==> config.mk <==
export PLATFORM = sky130hd
export DESIGN_NAME = arb_req_ctrl
export DESIGN_NICKNAME = d
export VERILOG_FILES = /design/src/rtl/arb_pkg.sv /design/src/rtl/arb_req_port.sv /design/src/rtl/arb_req_ctrl.sv
export SDC_FILE = /design/constraint.sdc
export NUM_CORES = 1
export LEC_CHECK = 0
export ABC_AREA = 0
export CORE_MARGIN = 2
export CORE_UTILIZATION = 40
export DETAILED_ROUTE_END_ITERATION = 10
export MAX_ROUTING_LAYER = met4
export SLEW_MARGIN = 15
export SYNTH_ARGS = -nofsm -noshare
export SYNTH_HDL_FRONTEND = slang
export SYNTH_HIERARCHICAL = 1
export SYNTH_SLANG_ARGS = --single-unit
==> constraint.sdc <==
create_clock -name clk -period 2.25 [get_ports clk]
set_clock_uncertainty 0.1 [all_clocks]
set_input_delay 0.45 -clock clk [delete_from_list [all_inputs] [get_ports clk]]
set_output_delay 0.45 -clock clk [all_outputs]
set_load 0.02 [all_outputs]
==> src/rtl/arb_pkg.sv <==
// Shared types and default sizes for the arbiter requester-side controller.
package arb_pkg;

   typedef enum logic [1:0] {
      IDLE,
      ACTIVE,
      DONE
   } arb_port_state_t;

   localparam int unsigned NUM_PORTS_DEF = 5;
   localparam int unsigned LEN_W_DEF     = 8;

endpackage

==> src/rtl/arb_req_port.sv <==
// One client port: accepts a burst job, requests the arbiter until every beat
// has been granted, then pulses done for one cycle.
module arb_req_port
   import arb_pkg::*;
#(
   parameter int unsigned LEN_W = LEN_W_DEF
) (
   input  logic             clk,
   input  logic             rst,
   input  logic             i_job_valid,
   input  logic [LEN_W-1:0] i_job_len,
   input  logic             i_gnt,
   output logic             o_job_ready,
   output logic             o_req,
   output logic             o_beat,
   output logic             o_done
);

   arb_port_state_t  r_state;
   arb_port_state_t  w_state_nxt;
   logic [LEN_W-1:0] r_rem;
   logic [LEN_W-1:0] w_rem_nxt;

   // State and remaining-beat registers; reset discards any burst in flight.
   always_ff @(posedge clk or posedge rst) begin
      if (rst) begin
         r_state <= IDLE;
         r_rem   <= '0;
      end else begin
         r_state <= w_state_nxt;
         r_rem   <= w_rem_nxt;
      end
   end

   // Next state, beat counting and outputs. req comes straight from the state
   // register, so it is glitch-free and appears the cycle after accept.
   always_comb begin
      w_state_nxt = r_state;
      w_rem_nxt   = r_rem;
      o_job_ready = 1'b0;
      o_req       = 1'b0;
      o_beat      = 1'b0;
      o_done      = 1'b0;
      unique case (r_state)
         IDLE: begin
            o_job_ready = 1'b1;
            if (i_job_valid) begin
               w_rem_nxt   = i_job_len;
               // A zero-length job completes without ever touching the arbiter.
               w_state_nxt = (i_job_len == '0) ? DONE : ACTIVE;
            end
         end
         ACTIVE: begin
            o_req  = 1'b1;
            o_beat = i_gnt;
            // Ungranted cycles (preempted) simply hold the count.
            if (i_gnt) begin
               w_rem_nxt = r_rem - LEN_W'(1);
               if (r_rem == LEN_W'(1)) begin
                  w_state_nxt = DONE;
               end
            end
         end
         DONE: begin
            // Request drops for this cycle so lower-priority ports can win.
            o_done      = 1'b1;
            w_state_nxt = IDLE;
         end
         default: begin
            w_state_nxt = IDLE;
         end
      endcase
   end

endmodule

==> src/rtl/arb_req_ctrl.sv <==
// Requester-side controller for a fixed-priority arbiter: one burst FSM per
// client port plus a sticky check on the grant vector returned by the arbiter.
module arb_req_ctrl
   import arb_pkg::*;
#(
   parameter int unsigned NUM_PORTS = NUM_PORTS_DEF,
   parameter int unsigned LEN_W     = LEN_W_DEF
) (
   input  logic                       clk,
   input  logic                       rst,
   input  logic [NUM_PORTS-1:0]       job_valid_i,
   input  logic [NUM_PORTS*LEN_W-1:0] job_len_i,
   output logic [NUM_PORTS-1:0]       job_ready_o,
   output logic [NUM_PORTS-1:0]       req_o,
   input  logic [NUM_PORTS-1:0]       gnt_i,
   output logic [NUM_PORTS-1:0]       beat_o,
   output logic [NUM_PORTS-1:0]       done_o,
   output logic                       err_o
);

   logic [NUM_PORTS-1:0] w_req;
   logic                 w_multi_gnt;
   logic                 w_stray_gnt;
   logic                 r_err;

   for (genvar p = 0; p < NUM_PORTS; p++) begin : g_port
      arb_req_port #(
         .LEN_W (LEN_W)
      ) u_port (
         .clk         (clk),
         .rst         (rst),
         .i_job_valid (job_valid_i[p]),
         .i_job_len   (job_len_i[p*LEN_W +: LEN_W]),
         .i_gnt       (gnt_i[p]),
         .o_job_ready (job_ready_o[p]),
         .o_req       (w_req[p]),
         .o_beat      (beat_o[p]),
         .o_done      (done_o[p])
      );
   end

   assign req_o = w_req;

   // More than one bit set: clearing the lowest set bit leaves something behind.
   assign w_multi_gnt = |(gnt_i & (gnt_i - NUM_PORTS'(1)));
   assign w_stray_gnt = |(gnt_i & ~w_req);

   // Sticky protocol-error flag, cleared only by reset.
   always_ff @(posedge clk or posedge rst) begin
      if (rst) begin
         r_err <= 1'b0;
      end else if (w_multi_gnt || w_stray_gnt) begin
         r_err <= 1'b1;
      end
   end

   assign err_o = r_err;

endmodule

Yosys cells after proc, flatten, opt, wreduce, memory -nomap -nowiden
Index checks and enable logic that the tools add are counted.
{ "op_classes": {"n_addsub": 6, "eq_ne": 30, "muxes": 60, "bitwise_logic": 3, "reduce_logical": 28} }
{ "ops": {"columns": ["op", "n"], "rows": [
  ["$mux 8", 10],
  ["$pmux 8 s2", 5],
  ["$eq 8x1->1 const B", 5],
  ["$logic_not 8->1", 5],
  ["$mux 2", 20],
  ["$sub 8x1->8 const B", 5],
  ["$reduce_and 3->1", 10],
  ["$mux 1", 20],
  ["$ne 2x2->1 const B", 10],
  ["$pmux 2 s2", 5],
  ["$and 5x5->5", 2],
  ["$eq 2x1->1 const B", 5],
  ["$eq 2x2->1 const B", 5],
  ["$logic_not 2->1", 5],
  ["$ne 2x1->1 const B", 5],
  ["$reduce_bool 2->1", 5],
  ["$reduce_or 5->1", 2],
  ["$not 5->5", 1],
  ["$sub 5x1->5 const B", 1],
  ["$logic_or 1x1->1", 1]
]} }
{ "totals": {"ff_bits": 51} }

Longest topological paths before layout
Gate-level depths: netlist of the first run.
{ "depth": {"word_depth": 6, "depth_mapped": 6} }

Cells and area by module
Netlist of the first run, hierarchy kept.
{ "modules_own_cells": {"columns": ["module", "instances", "cells_per_inst", "area_per_inst_um2", "seq_area_each_um2"], "rows": [
  ["arb_req_port (g_port[1].u_port ...)", 4, 78, 700.7, 250.2],
  ["arb_req_port (g_port[0].u_port)", 1, 78, 663.1, 250.2],
  ["arb_req_ctrl", 1, 13, 93.8, 25.0]
]} }

Least setup slack after synthesis of the first run
OpenSTA, ideal clock, no wires.
{ "synth_path": {"path_kind": "reg2reg", "start": "reg g_port[0].u_port.r_rem[0]", "end": "reg g_port[0].u_port.r_rem[6]", "setup_time_ns": 0.121, "arrival_ns": 1.497, "setup_slack_ns": 0.531, "path_stages_with_launch": 7, "period_less_slack_ns": 1.719, "path_cell_list": "dfrtp_1 -> inv_1 -> ha_1 -> nand2b_4 -> or4_1 -> o22a_1 -> o22a_1"} }
{ "synth_between": {"elab_chain_len": 3} }
{ "synth_rtl": {"columns": ["item", "line", "text"], "rows": [
  ["from (decl)", "arb_req_port.sv:21", "logic [LEN_W-1:0] r_rem;"],
  ["from (signal assigned)", "arb_req_port.sv:31", "r_rem <= w_rem_nxt;"],
  ["$sub 8x1->8", "arb_req_port.sv:58", "w_rem_nxt = r_rem - LEN_W'(1);"],
  ["$mux 8", "arb_req_port.sv:57", "if (i_gnt) begin"],
  ["$pmux 8 s2", "arb_req_port.sv:44", "unique case (r_state)"]
]} }
No other way between the ends. The select of a mux whose other input is x is not followed.
A chain may end at the register's enable or synchronous reset.

Worst setup path in the final report of the first run
{ "layout_path": {"start": "reg g_port[1].u_port.r_state[1]", "end": "out job_ready_o[1]"} }
{ "layout_between": {"elab_chain_len": 2} }
{ "layout_rtl": {"columns": ["item", "line", "text"], "rows": [
  ["from (decl)", "arb_req_port.sv:19", "arb_port_state_t r_state;"],
  ["from (signal assigned)", "arb_req_port.sv:30", "r_state <= w_state_nxt;"],
  ["$logic_not 2->1", "arb_req_port.sv:44", null],
  ["$mux 1", "arb_req_port.sv:44", null],
  ["to (decl)", "arb_req_ctrl.sv:13", "output logic [NUM_PORTS-1:0] job_ready_o,"]
]} }
No other way between the ends.

==> flow_summary.ini, run 1 <==
[clock_tree]
clkSinkCount = 51
cts_htree_levels = 2
cts_setup_buffers = 0
cts_buffers = 5
cts_tree = done
cts_root_buf = clkbuf_8
clock_latency_ns = 0.31
clk_pin_slew_ns = 0.10
ctsLongestPathBuffers = 2
postCtsHoldBufs = 0

[worst_setup_path]
worst-path-max-fanout = 7
cp-startpoint = g_port[1].u_port/r_state[1]$_DFFE_PP0P_
r2r-start = g_port[0].u_port/r_rem[0]$_DFFE_PP0P_
critPathKind = flop to primary output
cp-end-kind = primary output
startpoint_type = flop
cp.arrival_ns = 1.63
cp_data_required_time_ns = 1.70

[synth]
synth_largest_area_cell = dfrtp_1
yosysMostFrequentCell = dfrtp_1
seq_area_frac_synth_pct = 35.9
synth_edf_count = 0
syn-cell-area_mm2 = 0.00356
synth_top_flop_cell = dfrtp_1
avgSynthCellArea_um2 = 8.83
yosysUniqueCellTypes = 42
synthTopCellsByArea = dfrtp_1, a21oi_1, o21ai_0, nand2_1, nor2_1
synth_top_cell_area_share_pct = 35.9
synth-async-reset-ratio_pct = 100
netlist_top_cells_count = dfrtp_1, nand2_1, nor2_1
synth_nets = 465
synth_seq_cells = 51
synth_cells = 403
synth_warnings = 6

[die]
die_area_mm2 = 0.00967
core_mm2 = 0.00868
start_util_pct = 41.0
row_count = 34
die_h_um = 98.3
die_w_um = 98.3
ios = 73

[power]
clock_power_share_pct = 11.0
vdd_drop_max_mv = 0.540
intPower_mw = 3.15
swShare_pct = 45.4
p_leak_nw = 1.93
power_frac_comb_pct = 54.8
switchingPower_mw = 2.62
p_total_mw = 5.77
power.density_mw_per_mm2 = 1270
seqPwrFrac_pct = 34.2

[timing]
whs_ns = 0.350
worst_slew_pin_slew_ns = 0.600
fin_crit_ns = 2.18
slew_headroom_pct = 59.6
setup_viol = 0
final-max-slew-violation-count = 0
hold_viol = 0
fmax_mhz = 459
rsz0062_at_grt = no
post-route-period-util_pct = 96.9
tns_ns = 0

[min_path]
hold_class = input pin to asynchronous set/reset pin

[detailed_routing]
postRouteAntennaNets = 0
drt_wl_total_um = 9040
vias = 3336
drt_iter0_markers = 117
viasPerCell = 5.65
firstDrtPassIters = 4
drc = 0
wl_per_cell_um = 15.3
wl_met3_um = 387
wl_met1_um = 4400
route.met2.wl_um = 4160
top_layer = met4

[cells_and_area]
fin_area_mm2 = 0.00456
diodes = 0
final_layout_size_suffix_gt1_share_pct = 12.2
layout.nets = 544
area_growth_pct = 28.1

[global_route]
grt_pass1_wl_um = 15200
grt_remaining_overflow = 0
grt_usage_pct = 19.5
antenna_found_initial = 0
first_global_vias = 3198
grt_max_degree = 17

[flow_run]
drv_cap = 0

[placement]
globalplace.congestion = 0.868
place_area_mm2 = 0.00444
io_buffers = 72
place_hpwl_um = 6950

[run_status]
outcome = complete, no violations
-- power by group through the flow --
stage	clock [mW]	sequential [mW]	combinational, mW
after floorplan	0	1.79	2.46
after global placement	0	1.96	3.16
after detailed placement	0	1.97	3.23
after CTS	0.652	1.96	3.20
after global routing	0.695	2.05	3.54
final	0.635	1.97	3.16
-- final cells by class --
| cell class | count | area [µm²] |
|---|---|---|
| clock buffer | 6 | 72.6 |
| clock inverter | 1 | 30.0 |
| fill | 864 | 4120 |
| inverter | 22 | 82.6 |
| multi-input combinational | 310 | 2070 |
| sequential | 51 | 1280 |
| tap | 108 | 135 |
| timing repair buffer | 92 | 891 |
-- worst paths after layout --
path                                                          to  slack [ns]  depth (start not counted)
max in group asynchronous  g_port[3].u_port/r_rem[5]$_DFFE_PP0P_        1.20                          2
max reg2reg                g_port[0].u_port/r_rem[6]$_DFFE_PP0P_        0.42                          6
max                                               job_ready_o[1]        0.07                          2
min reg2reg                                    err_o$_DFFE_PP0P_        0.41                          2
min in group clk                               err_o$_DFFE_PP0P_        0.41                          2
min                                            err_o$_DFFE_PP0P_        0.35                          2
-- kinds of logic (layout without fill, tap and decap cells) --
group	Yosys count	count (layout)	synth area share, %
AND/OR/NAND/NOR	167	167	28.1
buffers and inverters	42	121	5.94
adder cells (fa/ha/maj)	10	10	3.51
AO/OA/AOI/OAI	129	129	25.4
flip-flops	51	51	35.9
multiplexers	4	4	1.12
-- metal layers --
metal | vias up | GRT usage [%]
met5 | - | -
met4 | 0 | 4.64
met3 | 7 | 3.29
met2 | 73 | 30.1
met1 | 1594 | 27.0
li1 | 1662 | -
-- repair_timing --
item | 4_1_cts | 5_1_grt
resized for setup | 6 | 11
endpoints found under the hold margin | 0 | 0
pin swaps | 0 | 0
endpoints found under the setup margin | 6 | 11
-- worst max-delay path: stages, from the launching register on --
cell,delay [ns]
dfrtp_1,0.47
nor2_1,0.22
clkdlybuf4s50_1,0.64
-- placed cells by master, fill, tap and decap left out, types with 6 or more instances in the layout --
master / n
clkdlybuf4s50_1: 55
nand2_1: 37
ha_1: 10
nor4_1: 10
o221a_2: 10
dlygate4sd2_1: 6
nor2_1: 35
inv_1: 22
nor2b_1: 21
dlymetal6s2s_1: 11
nand4_1: 16
dfrtp_1: 51
buf_4: 20
nand3_1: 15
a2bb2oi_1: 10
a21oi_1: 31
o21ai_0: 31
-- sequential cells by signal (all words and copies together) (netlist names) --
signal / flops
err_o: 1
g_port.u_port/r_rem: 40
g_port.u_port/r_state: 10
-- through the flow --
| stage | cells | worst slack, ns | utilization, % |
|---|---|---|---|
| after floorplan | 403 | 0.531 | - |
| after global placement | 583 | -0.0375 | 51.1 |
| after detailed placement | 583 | -0.0447 | 51.1 |
| after CTS | 590 | 0.00128 | 52.2 |
| after global routing | 590 | 0.0140 | 52.5 |
| final | 590 | 0.0696 | 52.5 |
(Power assumes the default switching activity.)
==> inputs of run 2 (changes only) <==
--- a/config.mk
+++ b/config.mk
@@ -15,3 +15,4 @@
 export SYNTH_HDL_FRONTEND = slang
 export SYNTH_HIERARCHICAL = 1
 export SYNTH_SLANG_ARGS = --single-unit
+export TNS_END_PERCENT = 1
==> results of run 2 <==
Same layout as run 1: the final DEF is identical, and so are final timing and power.
==> inputs of run 3 (changes only) <==
--- a/config.mk
+++ b/config.mk
@@ -10,6 +10,7 @@
 export CORE_UTILIZATION = 40
 export DETAILED_ROUTE_END_ITERATION = 10
 export MAX_ROUTING_LAYER = met4
+export SETUP_SLACK_MARGIN = 0.3
 export SLEW_MARGIN = 15
 export SYNTH_ARGS = -nofsm -noshare
 export SYNTH_HDL_FRONTEND = slang
==> run 3 against run 2 <==
Net effect: via count is 0.12% higher; critical path type unchanged; combinational power is 2% lower; die area stayed put; register-to-register slack hardly changed; global-route usage hardly changed; first-iteration DRC count is 9.4% higher; non-clock buffer count stayed put; total power is 0.73% lower.
==> flow_summary.ini, run 3 (synthesis gave the netlist of run 1 again) <==
[global_route]
grt_pass1_wl_um = 15200
grt_usage_pct = 19.5
use_met2_pct = 30.2
first_global_vias = 3199
gr-max-usage-layer = met2
grt_max_degree = 17
grt_remaining_overflow = 0
met3_usage_pct = 3.29
grtUsageMet1_pct = 26.9
antenna_found_initial = 0

[clock_tree]
cts_tree = done
cts_setup_buffers = 0
clock_latency_ns = 0.31
ctsLongestPathBuffers = 2
cts_htree_levels = 2
clk_pin_slew_ns = 0.10
cts_buffers = 5
cts_root_buf = clkbuf_8
clkSinkCount = 51

[timing]
worst_slew_pin_slew_ns = 0.610
tns_ns = 0
setup_viol = 0
fmax_mhz = 535
post-route-period-util_pct = 83.1
rsz0062_at_grt = no
slew_headroom_pct = 58.9
final-max-slew-violation-count = 0
hold_viol = 0
fin_crit_ns = 1.87

[worst_setup_path]
critical_path.cell_chain = nor2b_2 -> and2_1 -> clkbuf_2
startpoint_type = flop
r2r_cells = 6
cp-end-kind = primary output
worst-path-max-fanout = 7
slowest_delay_ns = 0.48
critPathKind = flop to primary output
r2r_slack_ns = 0.42
regToRegEndpoint = g_port[0].u_port/r_rem[6]$_DFFE_PP0P_
cp_data_required_time_ns = 1.70
cp.arrival_ns = 1.32
cpMaxStageDelayCell = dfrtp_1
r2r-start = g_port[0].u_port/r_rem[0]$_DFFE_PP0P_

[placement]
place_hpwl_um = 6950
globalplace.congestion = 0.868
io_buffers = 72

[detailed_routing]
postRouteAntennaNets = 0
viasPerCell = 5.66
drt_iter0_markers = 128
drt_wl_total_um = 9040
vias = 3340
wl_per_cell_um = 15.3
firstDrtPassIters = 4
drc = 0

[cells_and_area]
layout.nets = 544
mostFrequentLayoutCells = clkdlybuf4s50_1, dfrtp_1, nand2_1, nor2_1
diodes = 0
final_util_pct = 51.8
area_growth_pct = 26.4
final_common_cell = clkdlybuf4s50_1
top_register = g_port.u_port/r_rem
largest_register_ffs = 40
final_layout_size_suffix_gt1_share_pct = 15.8

[power]
vdd_drop_max_mv = 0.516
p_leak_nw = 1.89
power.density_mw_per_mm2 = 1270

[die]
start_util_pct = 41.0
core_mm2 = 0.00868
die_area_mm2 = 0.00967
ios = 73
die_h_um = 98.3
row_count = 34
die_w_um = 98.3

[run_status]
outcome = complete, no violations

[flow_run]
drv_cap = 0

[min_path]
hold_class = input pin to asynchronous set/reset pin
[run 3: cell count changes in the layout (fill, tap and decap cells not counted)]
cell,previous run,this run
nor2b_2,0,2
dlymetal6s2s_1,11,7
dfrtp_1,51,49
dfrtp_2,0,2
clkdlybuf4s50_1,55,52
dlygate4sd2_1,6,0
clkbuf_2,0,13
nor2b_1,21,19
[run 3: per-stage QoR]
step                      power (mW)  hold slack (ns)  cells  instance area (µm²)  setup slack, ns
after floorplan                 4.25           0.0787    403                 3560            0.531
after global placement          5.12            0.380    583                 4440          -0.0375
after detailed placement        5.20            0.400    583                 4440          -0.0447
after CTS                       5.77            0.357    590                 4520           0.0480
after global routing            6.24            0.353    590                 4500            0.314
final                           5.73            0.350    590                 4500            0.380
[run 3: cell type report]
class / instances / area, µm²
Fill cell: 873 / 4180
Clock buffer: 6 / 72.6
Tap cell: 108 / 135
Inverter: 22 / 82.6
Clock inverter: 1 / 30.0
Timing Repair Buffer: 92 / 823
Multi-Input combinational cell: 310 / 2080
Sequential cell: 51 / 1280
[run 3: repair_timing]
action,4_1_cts,5_1_grt
hold buffers,0,0
setup endpoints to repair,20,20
resized for setup,13,37
[run 3: how the worst max path moves through the flow]
stage	start	end	cells after the start
floorplan	g_port[0].u_port/r_rem[0]$_DFFE_PP0P_	g_port[0].u_port/r_rem[6]$_DFFE_PP0P_	6
global placement	gnt_i[4]	beat_o[4]	3
detailed placement	gnt_i[4]	beat_o[4]	3
CTS	g_port[1].u_port/r_state[0]$_DFFE_PP0P_	done_o[1]	3
global route	g_port[0].u_port/r_state[0]$_DFFE_PP0P_	job_ready_o[0]	3
finish	g_port[1].u_port/r_state[1]$_DFFE_PP0P_	beat_o[1]	3
[run 3: power breakdown]
part           switching [mW]  internal (mW)  total [mW]
Combinational            1.69           1.42        3.11
Sequential              0.627           1.35        1.98
Clock                   0.309          0.327       0.636
Total                    2.63           3.10        5.73
[run 3: per-layer routing]
| metal | up-vias | part of all wire [%] |
|---|---|---|
| met1 | 1579 | 48 |
| li1 | 1661 | - |
| met3 | 7 | 4.5 |
| met5 | - | 0 |
| met2 | 93 | 46 |
| met4 | 0 | 0.93 |
[run 3: critical path: cells and delay by family (launching register included)]
| family | cells | cell delay [ns] |
|---|---|---|
| flops | 1 | 0.48 |
| buf+inv | 1 | 0.18 |
| simple gates | 2 | 0.36 |
